## config.mk

```make
export PLATFORM = sky130hd
export DESIGN_NAME = sram_mbist_ctrl
export DESIGN_NICKNAME = d
export VERILOG_FILES = /design/src/rtl/sram_mbist_ctrl.sv
export SDC_FILE = /design/constraint.sdc
export NUM_CORES = 1
export LEC_CHECK = 0
export ABC_AREA = 1
export BUFFER_PORTS_ARGS = -buffer_cell sky130_fd_sc_hd__buf_4
export CORE_MARGIN = 2
export CORE_UTILIZATION = 39
export CTS_BUF_LIST = sky130_fd_sc_hd__clkbuf_8
export CTS_CLUSTER_DIAMETER = 50
export DETAILED_ROUTE_END_ITERATION = 8
export GPL_TIMING_DRIVEN = 1
export HOLD_SLACK_MARGIN = 0.02
export PLACE_DENSITY = 0.71
export SYNTH_ARGS = -nofsm -noshare
export SYNTH_HDL_FRONTEND = slang
export SYNTH_SLANG_ARGS = --single-unit
export TNS_END_PERCENT = 10
```

## constraint.sdc

```tcl
create_clock -name hclk -period 2.4 [get_ports hclk]
set_input_delay 0.24 -clock hclk [delete_from_list [all_inputs] [get_ports hclk]]
set_output_delay 0.24 -clock hclk [all_outputs]
set_load 0.02 [all_outputs]
```

## src/rtl/sram_mbist_ctrl.sv

```systemverilog
// March C- memory BIST sequencer that owns the single-port SRAM port while busy.
// Latency: first op two edges after start is sampled, result 10*2**ADDR_W+2 edges after start.
// Backpressure: none; SRAM is driven one op per cycle, bist_en low aborts, dft_en forces idle.
//
// Ports:
//   hclk, hresetn        clock, async active-low reset
//   bist_en, dft_en      run request (level), scan-mode override
//   sram_rdata           SRAM read data, valid the cycle after a read strobe
//   bist_busy            SRAM mux select (RUN/DRAIN only)
//   bist_done, bist_fail pass complete / sticky mismatch, held until bist_en falls
//   sram_cs/we/addr/wdata SRAM command port
//   fail_addr, fail_elem address and March element of the first mismatch
module sram_mbist_ctrl #(
    parameter int ADDR_W = 13,
    parameter int DATA_W = 32
) (
    input  logic              hclk,
    input  logic              hresetn,
    input  logic              bist_en,
    input  logic              dft_en,
    input  logic [DATA_W-1:0] sram_rdata,
    output logic              bist_busy,
    output logic              bist_done,
    output logic              bist_fail,
    output logic              sram_cs,
    output logic              sram_we,
    output logic [ADDR_W-1:0] sram_addr,
    output logic [DATA_W-1:0] sram_wdata,
    output logic [ADDR_W-1:0] fail_addr,
    output logic [2:0]        fail_elem
);

    localparam logic [1:0] ST_IDLE  = 2'd0;
    localparam logic [1:0] ST_RUN   = 2'd1;
    localparam logic [1:0] ST_DRAIN = 2'd2;
    localparam logic [1:0] ST_DONE  = 2'd3;

    localparam logic [2:0] M0 = 3'd0;
    localparam logic [2:0] M1 = 3'd1;
    localparam logic [2:0] M2 = 3'd2;
    localparam logic [2:0] M3 = 3'd3;
    localparam logic [2:0] M4 = 3'd4;
    localparam logic [2:0] M5 = 3'd5;

    localparam logic [ADDR_W-1:0] ADDR_ZERO = '0;
    localparam logic [ADDR_W-1:0] ADDR_ONE  = {{(ADDR_W-1){1'b0}}, 1'b1};
    localparam logic [ADDR_W-1:0] ADDR_LAST = '1;
    localparam logic [DATA_W-1:0] D0        = '0;
    localparam logic [DATA_W-1:0] D1        = '1;

    logic [1:0]        state, state_nxt;
    logic [2:0]        elem;        // element of the next op to issue
    logic [ADDR_W-1:0] addr;        // address of the next op to issue
    logic              phase;       // 0 = read half, 1 = write half of a two-op element
    logic [2:0]        elem_nxt;

    logic              op_single, op_rd, op_wr_d1, elem_down, op_last, elem_last, run_last;
    logic [ADDR_W-1:0] end_addr;
    logic              issue, leave;

    // Element tag of the op currently on the SRAM port, and the compare stage
    // that lines a read up with the data returned one cycle later.
    logic [2:0]        op_elem;
    logic              cmp_vld;
    logic [ADDR_W-1:0] cmp_addr;
    logic [2:0]        cmp_elem;
    logic [DATA_W-1:0] cmp_exp;
    logic              mismatch;

    // ---------------- op decode for the next issue ----------------
    assign op_single = (elem == M0) || (elem == M5);
    assign op_rd     = (elem != M0) && (op_single || !phase);
    assign op_wr_d1  = (elem == M1) || (elem == M3);
    assign elem_down = (elem >= M3);
    assign end_addr  = elem_down ? ADDR_ZERO : ADDR_LAST;
    assign op_last   = op_single || phase;
    assign elem_last = op_last && (addr == end_addr);
    assign run_last  = elem_last && (elem == M5);
    assign elem_nxt  = elem + 3'd1;

    // dft_en beats everything; bist_en low always heads back to IDLE.
    always_comb begin
        state_nxt = state;
        if (dft_en || !bist_en) begin
            state_nxt = ST_IDLE;
        end else begin
            case (state)
                ST_IDLE:  state_nxt = ST_RUN;
                ST_RUN:   state_nxt = run_last ? ST_DRAIN : ST_RUN;
                ST_DRAIN: state_nxt = ST_DONE;
                default:  state_nxt = ST_DONE;
            endcase
        end
    end

    assign issue = (state == ST_RUN) && (state_nxt != ST_IDLE);
    assign leave = (state != ST_IDLE) && (state_nxt == ST_IDLE);

    // ---------------- state and March counters ----------------
    always_ff @(posedge hclk or negedge hresetn) begin
        if (!hresetn) begin
            state <= ST_IDLE;
            elem  <= M0;
            addr  <= ADDR_ZERO;
            phase <= 1'b0;
        end else begin
            state <= state_nxt;
            if (state == ST_IDLE) begin
                elem  <= M0;
                addr  <= ADDR_ZERO;
                phase <= 1'b0;
            end else if (issue) begin
                if (!op_last) begin
                    phase <= 1'b1;
                end else begin
                    phase <= 1'b0;
                    if (elem_last) begin
                        // M2 -> M3 keeps N-1; other boundaries wrap, so load explicitly.
                        elem <= elem_nxt;
                        addr <= (elem_nxt >= M3) ? ADDR_LAST : ADDR_ZERO;
                    end else begin
                        addr <= elem_down ? (addr - ADDR_ONE) : (addr + ADDR_ONE);
                    end
                end
            end
        end
    end

    // ---------------- registered SRAM port and status ----------------
    always_ff @(posedge hclk or negedge hresetn) begin
        if (!hresetn) begin
            bist_busy  <= 1'b0;
            bist_done  <= 1'b0;
            sram_cs    <= 1'b0;
            sram_we    <= 1'b0;
            sram_addr  <= ADDR_ZERO;
            sram_wdata <= D0;
            op_elem    <= M0;
        end else if (leave) begin
            bist_busy  <= 1'b0;
            bist_done  <= 1'b0;
            sram_cs    <= 1'b0;
            sram_we    <= 1'b0;
            sram_wdata <= D0;
        end else begin
            bist_busy  <= (state == ST_RUN) || (state == ST_DRAIN);
            bist_done  <= (state == ST_DONE);
            sram_cs    <= issue;
            sram_we    <= issue && !op_rd;
            sram_wdata <= (issue && !op_rd && op_wr_d1) ? D1 : D0;
            // Address is left alone when idle so the SRAM pins stay quiet.
            if (issue) begin
                sram_addr <= addr;
                op_elem   <= elem;
            end
        end
    end

    // ---------------- read compare and first-failure latch ----------------
    assign cmp_exp  = ((cmp_elem == M2) || (cmp_elem == M4)) ? D1 : D0;
    assign mismatch = cmp_vld && (sram_rdata != cmp_exp);

    always_ff @(posedge hclk or negedge hresetn) begin
        if (!hresetn) begin
            cmp_vld   <= 1'b0;
            cmp_addr  <= ADDR_ZERO;
            cmp_elem  <= M0;
            bist_fail <= 1'b0;
            fail_addr <= ADDR_ZERO;
            fail_elem <= M0;
        end else if (leave) begin
            // Abort or result release: drop in-flight compares with the result.
            cmp_vld   <= 1'b0;
            bist_fail <= 1'b0;
            fail_addr <= ADDR_ZERO;
            fail_elem <= M0;
        end else begin
            cmp_vld  <= sram_cs && !sram_we;
            cmp_addr <= sram_addr;
            cmp_elem <= op_elem;
            if (mismatch && !bist_fail) begin
                bist_fail <= 1'b1;
                fail_addr <= cmp_addr;
                fail_elem <= cmp_elem;
            end
        end
    end

endmodule

```

; Word level (Yosys, flattened, before mapping)
; Index checks and enable logic that the tools add are counted.
[op_classes]
n_addsub = 3
reduce_logical = 35
n_bitwise = 1
muxes = 31
n_lt_le_gt_ge = 2
eq_ne = 10
[op_table]
columns = operator, count
row1 = 13-bit 2-to-1 mux, 9
row2 = 32-bit 2-to-1 mux, 3
row3 = 32-bit != test, 1
row4 = 3-bit 2-to-1 mux, 6
row5 = "13-bit by 1-bit adder with 13-bit output, second input constant", 1
row6 = 13-bit == test, 1
row7 = "13-bit by 1-bit subtractor with 13-bit output, second input constant", 1
row8 = 2-bit nonzero test, 6
row9 = 1-bit logical AND, 10
row10 = 1-bit 2-to-1 mux, 10
row11 = 1-bit logical OR, 7
row12 = "3-bit by 2-bit == test with 1-bit output, second input constant", 2
row13 = "3-bit == test, second input constant", 2
row14 = "3-bit by 2-bit >= comparator with 1-bit output, second input constant", 2
row15 = 1-bit zero test, 5
row16 = "2-bit == test, second input constant", 2
row17 = 2-bit zero test, 2
row18 = 2-bit 2-to-1 mux, 2
row19 = 2-bit case mux with 2 select lines, 1
row20 = 2-bit AND reduction, 2
row21 = "3-bit by 1-bit adder with 3-bit output, second input constant", 1
row22 = "3-bit by 1-bit == test with 1-bit output, second input constant", 1
row23 = 3-bit zero test, 1
row24 = 3-bit AND reduction, 1
row25 = 3 further kinds, 3
[totals]
in_bits = 36
word_cells = 99
reg_bits = 105
output_inout_bits = 66

; Longest topological paths before layout
[logic_depth]
word_depth = 14
ltp_mapped = 15
depth_no_buf = 15

; Worst setup path after synthesis
; Ideal clock, no wire load.
[synth_path]
path_type = register to register
from = reg elem[0]
to = reg addr[5]
setup_ns = 0.121
path_buffers = 1
arrival_ns = 2.357
setup_slack_ns = -0.077
path_stages_with_launch = 16
period_less_slack_ns = 2.477
t_required_ns = 2.279
path_cell_list = dfrtp_1 -> ha_1 -> ha_1 -> inv_1 -> nand3_2 -> ha_1 -> nand2_2 -> nor2_2 -> nand2_2 -> nor2_4 -> nand4_1 -> nand2_1 -> inv_2 -> buf_6 -> nand2_1 -> o21ai_1
[synth_via]
elab_chain_cells = 12
word_cells_on_any_way = 25
cone_classes = add/sub (1) / order compare (2) / eq/ne (2) / mux (10) / reduce/logical (10)
[synth_rtl]
columns = element, line
row1 = from (decl), 52  ; logic [2:0] elem;
row2 = from (signal assigned), 119  ; elem <= elem_nxt;
row3 = 3-bit by 2-bit >= comparator with 1-bit output (tied with other cells), 74  ; assign elem_down = (elem >= M3);
row4 = 13-bit 2-to-1 mux or 1-bit logical OR (tied branches), "75, 71"
row5 = 13-bit == test or 1-bit logical OR (tied branches), "77, 76"
row6 = 1-bit logical AND, 77  ; assign elem_last = op_last && (addr == end_addr);
row7 = 1-bit logical AND, 78  ; assign run_last = elem_last && (elem == M5);
row8 = 2-bit 2-to-1 mux, 89  ; ST_RUN: state_nxt = run_last ? ST_DRAIN : ST_RUN;
row9 = 2-bit case mux with 2 select lines, 87  ; case (state)
row10 = 2-bit 2-to-1 mux, 84  ; if (dft_en || !bist_en) begin
row11 = 2-bit nonzero test, 96  ; assign issue = (state == ST_RUN) && (state_nxt != ST_IDLE);
row12 = 1-bit logical AND, 96
row13 = 2-bit nonzero test (no line), --
row14 = 2-bit AND reduction (no line), --
row15 = to (signal assigned), 120  ; addr <= (elem_nxt >= M3) ? ADDR_LAST : ADDR_ZERO;
row16 = to (signal assigned), 122  ; addr <= elem_down ? (addr - ADDR_ONE) : (addr + ADDR_ONE);
row17 = to (decl), 53  ; logic [ADDR_W-1:0] addr;
; Several ways; a longest one is shown, not always the timed one. The select of a mux whose other input is x is not followed.
; A chain may end at the register's enable or synchronous reset.

; Worst setup path in the final report
[layout_path]
from = reg elem[0]
to = reg addr[8]
; Same word-level chain as after synthesis.

==> impl_metrics.csv <==
group,metric,value,unit
logic_synthesis,synth_seq_cells,74,
global_route,grt_pass1_wl,16.2,mm
worst_setup_path,ff2ff_path_depth,15,
route,drc,0,
power_and_ir_drop,p_leak,2.94,nW
worst_setup_path,critical_path.most_common_cell,"nand2_2",
logic_synthesis,synth.avg_cell_area,7.67,um^2
logic_synthesis,netlist_instances,554,
clock_tree,cts_tree,"done",
timing,slew_viol_final,0,
route,first_pass_iters,5,
final_layout,final_cells,796,
worst_setup_path,path_cells,"ha_2 -> ha_4 -> inv_2 -> nand3_4 -> buf_12 -> ha_4 -> nand2_2 -> nor2_4 -> nand2_2 -> nor2_4 -> nand4_1 -> nand2_2 -> inv_6 -> nand2_1 -> o21ai_1",
logic_synthesis,synth-seq-area-share,43.6,%
timing,setup_viol,0,
die,fp.dieW,108,um
timing,timing.fmax,433,MHz
die,die-area,11700,um^2
logic_synthesis,synth_largest_area_cell,"dfrtp_1",
timing,rsz0062_at_grt,"true",
worst_setup_path,crit_fanout,12,
clock_tree,htreeDepth,3,
flow_run,max_cap_viol_count,0,
worst_setup_path,path_class,"reg2reg",
logic_synthesis,synth_area_leaders,"dfrtp_1, nand2_1, nand3_1, ha_1, buf_4",
global_route,use_met3,2.59,%
die,initial_utilization,39.5,%
timing,worst_pin_slew,919,ps
die,core_area,10700,um^2
clock_tree,cts_root_buf,"clkbuf_8",
worst_setup_path,critPathLaunch,"elem[0]",
final_layout,syn2layout_area_growth,31.5,%
logic_synthesis,synth_most_common_cell,"nand2_1",
worst_setup_path,slowest_delay,390,ps
logic_synthesis,async_flop_share,100,%
global_route,gr-usage-all-layers,17.2,%
route,wl_per_cell,12.4,um
worst_setup_path,arrival,2540,ps
timing,min_period,2310,ps
final_layout,antenna_cells,0,
global_route,grt_pass1_vias,3580,
worst_setup_path,crit_path_end_kind,"register",
worst_setup_path,cp-start-kind,"register",
route,wirelength,9.90,mm
outcome,status,"finished, final reports clean",
die,core.rowCount,38,
worst_setup_path,rr_endpoint,"addr[8]",
place,port_buffers,101,
logic_synthesis,synth_nets,610,
global_route,grt_use_met2,30.3,%
clock_tree,clk_pin_slew,90,ps
logic_synthesis,synth_common_cells,"nand2_1, dfrtp_1, nand3_1",
place,place_congestion,0.911,
power_and_ir_drop,ir_worst_vdd,0.247,mV
worst_setup_path,r2r_slack,90,ps
timing,finClkSkew,10.2,ps
worst_setup_path,cp.required,2630,ps
final_layout,drive_above_1_share,32.0,%
power_and_ir_drop,power.total,0.00245,W
logic_synthesis,dominantRegCellSynth,"dfrtp_1",
die,top_level_ports,102,
global_route,busiest_layer,"met2",
worst_setup_path,reg2reg_from,"elem[0]",
route,vias,3834,
clock_tree,cts_buffer_depth,2,
hold_path,hold_path_class,"in2async",
clock_tree,cts_inserted_buffers,9,
logic_synthesis,yosys_warnings,0,
place,dp_hpwl,7.28,mm
route,drtIter0Drc,214,
timing,period_share,96.2,%
logic_synthesis,synth_edf_count,0,
power_and_ir_drop,p_per_area,438,nW/um^2
die,die_h,108,um
global_route,grt_max_degree,75,
worst_setup_path,path_buf_inv,3,
timing,final_hold_viol_count,0,
logic_synthesis,syn_area,4250,um^2
worst_setup_path,cp_top_family,"simple AND/OR/NAND/NOR gates",
worst_setup_path,critPathSlowestCell,"dfrtp_1",
timing,slew_headroom,38.7,%
logic_synthesis,ys_types,33,
global_route,antenna_found_initial,0,
clock_tree,cts_hold_buffers,0,
clock_tree,clock_latency,350,ps
place,placedCellCount,776,
global_route,grtUsageMet1,21.7,%
route,ant_nets,0,
clock_tree,cts_sinks,74,
final_layout,nets,707,
logic_synthesis,synth_top_area_share,43.6,%
route,avgViaCountPerCell,4.82,
global_route,gr-total-overflow,0,
sequential cells by signal, indices dropped and copies added, names as in the netlist, 2 cells and up:
signal	cells
elem	3
cmp_elem	3
state	2
addr	13
sram_addr	13
fail_elem	3
op_elem	3
cmp_addr	13
fail_addr	13
worst reg2reg max path: stages, from the launching register on:
cell,delay [ps]
dfrtp_1,390
ha_2,200
ha_4,160
inv_2,60
nand3_4,80
buf_12,160
ha_4,270
nand2_2,70
nor2_4,130
nand2_2,80
nor2_4,140
nand4_1,120
nand2_2,150
inv_6,70
nand2_1,60
o21ai_1,60
report_power, final:
| part | internal, W | total, W | switching, W |
|---|---|---|---|
| logic | 0.0000912 | 0.000238 | 0.000146 |
| registers | 0.00128 | 0.00131 | 0.0000260 |
| clock network | 0.000389 | 0.000903 | 0.000514 |
worst max path at each step:
stage,cells after the start,to
after floorplan,15,addr[5]
after global placement,15,elem[0]
after detailed placement,15,elem[0]
after CTS,15,elem[0]
after global routing,16,addr[11]
final,15,addr[8]
cells in the final DEF, fill, tap and decap left out, types with 10 or more instances in the layout:
master     n
inv_1     41
dfrtp_1   74
o21ai_0   15
ha_4      11
nand2_2   13
o21ai_1   10
buf_4    125
nor2_1    48
nand3_1   51
nand2_1  174
cell families (layout without fill, tap and decap cells):
family	count (synthesis)	after routing	share of synthesized area, %
AOI/OAI and AO/OA	42	42	5.21
buffers and inverters	94	196	11.5
DFF	74	74	43.6
adders and majority gates	20	20	6.07
xor gates and xnor gates	6	6	1.41
and+or+nand+nor	318	318	32.2
cell type report:
cell class,count,area (um^2)
clock buffer,9,124
clock inverter,7,58.8
fill,1014,5160
inverter,50,193
multi-input combinational,386,2170
sequential,74,1850
tap,140,175
timing repair buffer,130,1010
metal layers:
layer  vias to the layer above  share of wire [%]
met5                         -                  0
met4                         0                1.6
met3                        12                4.9
met2                       108                 50
met1                      1781                 44
li1                       1933                  -
per-stage QoR:
| step | setup WS [ps] | util [%] | hold WS [ps] | cell area, um^2 | TNS (ps) |
|---|---|---|---|---|---|
| after floorplan | 0.260 | - | -55.6 | 4400 | 0 |
| after global placement | 124 | 48.8 | 410 | 5240 | 0 |
| after detailed placement | 41.0 | 48.8 | 418 | 5240 | 0 |
| after CTS | 17.6 | 50.5 | 46.5 | 5430 | 0 |
| after global routing | -50.2 | 52.0 | 78.5 | 5590 | -342 |
| final | 91.3 | 52.0 | 11.4 | 5590 | 0 |
repair_timing:
action,4_1_cts,5_1_grt
setup endpoints to repair,0,17
gates resized for setup,0,40
setup buffers,0,4
endpoints found under the hold margin,0,0
No activity file was read; power rests on OpenSTA's default activity.
